--- config.mk ---
export PLATFORM = sky130hd
export DESIGN_NAME = uart_tx
export DESIGN_NICKNAME = d
export VERILOG_FILES = /design/src/rtl/uart_tx.sv
export SDC_FILE = /design/constraint.sdc
export NUM_CORES = 1
export LEC_CHECK = 0
export ABC_AREA = 1
export BUFFER_PORTS_ARGS = -buffer_cell sky130_fd_sc_hd__buf_2
export CAP_MARGIN = 20
export CORE_MARGIN = 2
export CORE_UTILIZATION = 45
export CTS_CLUSTER_SIZE = 40
export DETAILED_ROUTE_END_ITERATION = 6
export SLEW_MARGIN = 20
export SYNTH_ARGS = -nofsm -noshare
export SYNTH_HDL_FRONTEND = slang
export SYNTH_SLANG_ARGS = --single-unit
--- constraint.sdc ---
create_clock -name clk -period 3.1 [get_ports clk]
set_clock_uncertainty 0.2 [all_clocks]
set_input_delay 0.93 -clock clk [delete_from_list [all_inputs] [get_ports clk]]
set_output_delay 0.93 -clock clk [all_outputs]
set_load 0.005 [all_outputs]
--- src/rtl/uart_tx.sv ---
// 8N1-style UART transmitter: start bit, DATA_BITS data bits LSB first, STOP_BITS stop bits, N clk per bit.
// Line falls one cycle after accept; tx_ready is high only while idle, so a held tx_valid waits for the frame to end.
module uart_tx #(
    parameter int DATA_BITS = 8,
    parameter int STOP_BITS = 1
) (
    input  logic                 clk,
    input  logic                 reset,
    input  logic [15:0]          baud_rate_control,
    input  logic [DATA_BITS-1:0] tx_data,
    input  logic                 tx_valid,
    output logic                 tx_ready,
    output logic                 data_line,
    output logic                 tx_busy,
    output logic                 tx_done
);

    localparam logic [3:0] LAST_DATA = 4'(DATA_BITS - 1);
    localparam logic [3:0] LAST_STOP = 4'(STOP_BITS - 1);

    typedef enum logic [1:0] {
        IDLE  = 2'd0,
        START = 2'd1,
        DATA  = 2'd2,
        STOP  = 2'd3
    } state_e;

    state_e                 state_q;
    logic [DATA_BITS-1:0]   shift_q;
    logic [15:0]            n_q;
    logic [15:0]            baud_cnt_q;
    logic [3:0]             bit_cnt_q;
    logic                   line_q;
    logic                   ready_q;
    logic                   busy_q;
    logic                   done_q;

    logic [15:0]            n_d;
    logic [15:0]            baud_cnt_d;
    logic                   baud_last;
    logic                   baud_pre_last;

    // Bit periods below 2 cycles cannot be represented by the counter scheme, so clamp.
    assign n_d           = (baud_rate_control < 16'd2) ? 16'd2 : baud_rate_control;
    assign baud_cnt_d    = baud_cnt_q + 16'd1;
    assign baud_last     = (baud_cnt_q == n_q - 16'd1);
    assign baud_pre_last = (baud_cnt_q == n_q - 16'd2);

    always_ff @(posedge clk or negedge reset) begin
        if (!reset) begin
            state_q    <= IDLE;
            shift_q    <= '0;
            n_q        <= 16'd2;
            baud_cnt_q <= 16'd0;
            bit_cnt_q  <= 4'd0;
            line_q     <= 1'b1;
            ready_q    <= 1'b1;
            busy_q     <= 1'b0;
            done_q     <= 1'b0;
        end else begin
            done_q <= 1'b0;
            case (state_q)
                IDLE: begin
                    if (tx_valid && ready_q) begin
                        shift_q    <= tx_data;
                        n_q        <= n_d;
                        baud_cnt_q <= 16'd0;
                        bit_cnt_q  <= 4'd0;
                        line_q     <= 1'b0;
                        ready_q    <= 1'b0;
                        busy_q     <= 1'b1;
                        state_q    <= START;
                    end
                end
                START: begin
                    if (baud_last) begin
                        baud_cnt_q <= 16'd0;
                        line_q     <= shift_q[0];
                        state_q    <= DATA;
                    end else begin
                        baud_cnt_q <= baud_cnt_d;
                    end
                end
                DATA: begin
                    if (baud_last) begin
                        baud_cnt_q <= 16'd0;
                        if (bit_cnt_q == LAST_DATA) begin
                            bit_cnt_q <= 4'd0;
                            line_q    <= 1'b1;
                            state_q   <= STOP;
                        end else begin
                            bit_cnt_q <= bit_cnt_q + 4'd1;
                            shift_q   <= shift_q >> 1;
                            line_q    <= shift_q[1];
                        end
                    end else begin
                        baud_cnt_q <= baud_cnt_d;
                    end
                end
                STOP: begin
                    // Raise done one edge early so it is visible during the final stop cycle.
                    if (bit_cnt_q == LAST_STOP && baud_pre_last) begin
                        done_q <= 1'b1;
                    end
                    if (baud_last) begin
                        baud_cnt_q <= 16'd0;
                        if (bit_cnt_q == LAST_STOP) begin
                            bit_cnt_q <= 4'd0;
                            ready_q   <= 1'b1;
                            busy_q    <= 1'b0;
                            state_q   <= IDLE;
                        end else begin
                            bit_cnt_q <= bit_cnt_q + 4'd1;
                        end
                    end else begin
                        baud_cnt_q <= baud_cnt_d;
                    end
                end
                default: begin
                    state_q <= IDLE;
                    line_q  <= 1'b1;
                    ready_q <= 1'b1;
                    busy_q  <= 1'b0;
                end
            endcase
        end
    end

    assign data_line = line_q;
    assign tx_ready  = ready_q;
    assign tx_busy   = busy_q;
    assign tx_done   = done_q;

endmodule
==> results.toml <==
[timing]
max_slew.worst_pin.slew_ps = 662
timing.final.setup_violations = 0
maxClockFrequency_mhz = 364
finalMaxSlewViolations = 0
finalCriticalPeriod_ps = 2750
timing.final.hold_violations = 0
unrepaired_setup_endpoints_after_global_routing = "no"
final.setup.tns_ps = 0
max_slew_margin = 0.555
fin_crit_sh = 0.886

[layout]
post_route_cells_drive_above_1_share = 0.158
area_growth_syn_to_layout_pct = 10.9
multi_input_area_sq_mm = 0.00196
layout.cell_area.non_filler_sq_mm = 0.00385
fillers = 787
register_area_sq_mm = 0.00125
finalNetCount = 555
antenna_cells_inserted = 0

[floorplanning]
placementRows = 32
initial_core_util = 0.456
io_pins = 31
fp.dieH_um = 91.8
die_area_sq_mm = 0.00843
core-area_sq_mm = 0.00761
chipWidth_um = 91.8

[synthesis]
synth_compound_gate_area_share = 0.118
post_synth_xor_area_fraction = 0.0501
synthSimpleGateAreaFrac = 0.345
synth.lib_cells_used.distinct = 39
post_synthesis_adder_cell_area_fraction = 0.0325
postSynthAreaPerCell_sq_um = 7.15
mappedNetlistNets = 521
synth_top_family_by_area = "simple AND/OR/NAND/NOR gates"
synth.area.mux_share = 0.0202
yosys_synthesis_warning_count = 0
gate_count_after_technology_mapping = 485
ys_seq_area_frac = 0.362
ys_seq_elements = 50
syn_area_sq_mm = 0.00347

[clock_network]
cts-root-to-sink-buffers = 2
buffers_inserted_by_post_cts_timing_repair = 0
numClockSinks = 50
cts-buffers-inserted = 5
cts-htree-levels = 2
number_of_instances_resized_during_post_cts_repair = 0
post_cts_hold_buffer_count = 0
clkTransAtPathRegs_ps = 90
cts_root_buffer = "sky130_fd_sc_hd__clkbuf_8"
tritoncts = "built"
clock_latency_ps = 300

[run_status]
run_status = "complete, no violations"

[detailed_routing]
num_vias = 3185
drcViolationCount = 0
drt-pass1-iter-count = 5
avgRoutedWirePerCell_um = 13.6
avgViaCountPerCell = 5.12
dr.first_iter.drc_count = 223
drtAntennaViolNets = 0
detail_route.wirelength_um = 8470

[global_routing]
grt_usage = 0.215
overflow = 0
antenna_found_initial = 0
grt_pass1_vias = 3150
grt_start_max_net_pins = 33
grt_first_pass_wirelength_um = 14600

[power]
total_power_mw = 1.15
power.static_leakage_nw = 1.99
worst_ir_drop_vdd_mv = 0.210
power_per_cell_area_mw_per_mm2 = 298

[critical_path]
timing.critical_path.to_type = "flop"
cp_data_required_time_ps = 3090
worst_setup_path_start_kind = "flop"
worstSetupPathType = "reg -> reg"
critPathMaxFanout = 12
critPathArrivalTime_ps = 2730

[place]
place_hpwl_um = 6730
place.gp.congestion = 0.905
count_of_buffers_inserted_at_the_top_level_ports = 30
placement.cell_area_sq_mm = 0.00374

[run]
maxCapViolations = 0

[min_path]
timing.hold.worst.class = "in -> async"
[synth_stat cells (all sizes together)]
cell type	n	area share
nor3	6	0.013
buf	3	0.0058
dfrtp	47	0.34
o21ai	46	0.075
o22ai	11	0.020
nand4	6	0.011
a21oi	7	0.010
xor2	16	0.043
or2	2	0.0036
nor4b	1	0.0025
nand3	29	0.042
a22oi	2	0.0043
dfstp	3	0.023
o21bai	1	0.0022
a211oi	1	0.0022
inv	56	0.061
nand3b	1	0.0022
mux2i	7	0.020
nor2	47	0.069
nor4	5	0.0090
clkbuf	4	0.0043
a21o	1	0.0022
nand2	168	0.19
o21a	1	0.0022
xnor2	3	0.0076
ha	9	0.032
clkinv	2	0.0022
[flip-flops by register name, summed over array words and instances, names as in the netlist]
register / flops
baud_cnt_q: 16
n_q: 16
shift_q: 8
bit_cnt_q: 4
state_q: 2
data_line: 1
tx_busy: 1
tx_done: 1
tx_ready: 1
[worst paths after layout]
| path | start | to | slack, ps | cells past startpoint |
|---|---|---|---|---|
| worst max-delay path | n_q[1] | baud_cnt_q[1] | 350 | 16 |
| min in group clk | data_line | data_line | 270 | 2 |
| worst min-delay path | reset | bit_cnt_q[0] | 200 | 1 |
| worst min register to register | data_line | data_line | 270 | 2 |
| max in group asynchronous | reset | n_q[1] | 1880 | 2 |
| worst max register to register | n_q[1] | baud_cnt_q[1] | 350 | 16 |
[placed cells by master, fill, tap and decap left out, types with 2 or more instances in the layout]
cell type,n
sky130_fd_sc_hd__buf_4,4
sky130_fd_sc_hd__mux2i_1,7
sky130_fd_sc_hd__nor2_4,6
sky130_fd_sc_hd__ha_1,9
sky130_fd_sc_hd__xnor2_1,3
sky130_fd_sc_hd__a21oi_1,7
sky130_fd_sc_hd__nor3_2,3
sky130_fd_sc_hd__xor2_1,15
sky130_fd_sc_hd__inv_2,4
sky130_fd_sc_hd__nor2_1,34
sky130_fd_sc_hd__nand2_1,159
sky130_fd_sc_hd__dfrtp_1,47
sky130_fd_sc_hd__nand4_1,6
sky130_fd_sc_hd__o22ai_1,11
sky130_fd_sc_hd__dfstp_2,3
sky130_fd_sc_hd__clkinv_1,2
sky130_fd_sc_hd__o21ai_1,2
sky130_fd_sc_hd__nand3_1,29
sky130_fd_sc_hd__o21ai_2,8
sky130_fd_sc_hd__nor2_2,7
sky130_fd_sc_hd__clkbuf_8,5
sky130_fd_sc_hd__buf_2,30
sky130_fd_sc_hd__a22oi_1,2
sky130_fd_sc_hd__nor4_1,5
sky130_fd_sc_hd__inv_1,52
sky130_fd_sc_hd__nand2_2,6
sky130_fd_sc_hd__o21ai_0,36
sky130_fd_sc_hd__nand2_4,3
sky130_fd_sc_hd__nor3_1,3
sky130_fd_sc_hd__clkbuf_1,2
[kinds of logic after synthesis]
group                      Yosys count
AOI/OAI and AO/OA                   70
buffers and inverters               65
adders and majority gates            9
xor gates and xnor gates            19
muxes                                7
and+or+nand+nor                    265
DFF                                 50
[stage by stage]
step           std cells  hold WS, ps  setup slack [ps]   util
2_1_floorplan        485          251               827      -
3_5_place_dp         614          253               362  0.492
3_3_place_gp         614          259               407  0.492
5_1_grt              622          182              3.40  0.506
4_1_cts              622          195               341  0.506
6_report             622          200               355  0.506
[power by group]
group / total [mW] / internal (mW) / switching, mW
Clock: 0.455 / 0.242 / 0.213
Combinational: 0.0393 / 0.0155 / 0.0238
Sequential: 0.652 / 0.652 / 0
Total: 1.15 / 0.909 / 0.237
[worst max-delay path: stages (launching register included)]
cell                      delay [ps]
sky130_fd_sc_hd__dfstp_2         530
sky130_fd_sc_hd__inv_1           100
sky130_fd_sc_hd__ha_1            230
sky130_fd_sc_hd__inv_1           160
sky130_fd_sc_hd__nor2_1           80
sky130_fd_sc_hd__nand3_1         130
sky130_fd_sc_hd__nand2_1          70
sky130_fd_sc_hd__nand2_1          70
sky130_fd_sc_hd__nand2_1          50
sky130_fd_sc_hd__inv_1            50
sky130_fd_sc_hd__nand3_1          70
sky130_fd_sc_hd__nor2_1          120
sky130_fd_sc_hd__nand2_2         120
sky130_fd_sc_hd__nand2_1         340
sky130_fd_sc_hd__inv_1           160
sky130_fd_sc_hd__nand2_1          80
sky130_fd_sc_hd__o21ai_0          70
[layout make-up]
type                    count  area share
clock inverters             1     0.00780
repair buffers             34      0.0468
flip-flops and latches     50       0.326
clock buffers               7      0.0198
multi-input cells         370       0.510
inverters                  58      0.0566
well taps                 102      0.0332
[metal layers]
metal / vias to the layer above / GRT usage / routed length, um
li1: 1631 / - / -
met1: 1444 / 0.279 / 3840
met2: 92 / 0.359 / 3980
met3: 18 / 0.0337 / 384
met4: 0 / 0.0883 / 268
met5: - / 0 / 0
Power figures use the tool's default switching activity.
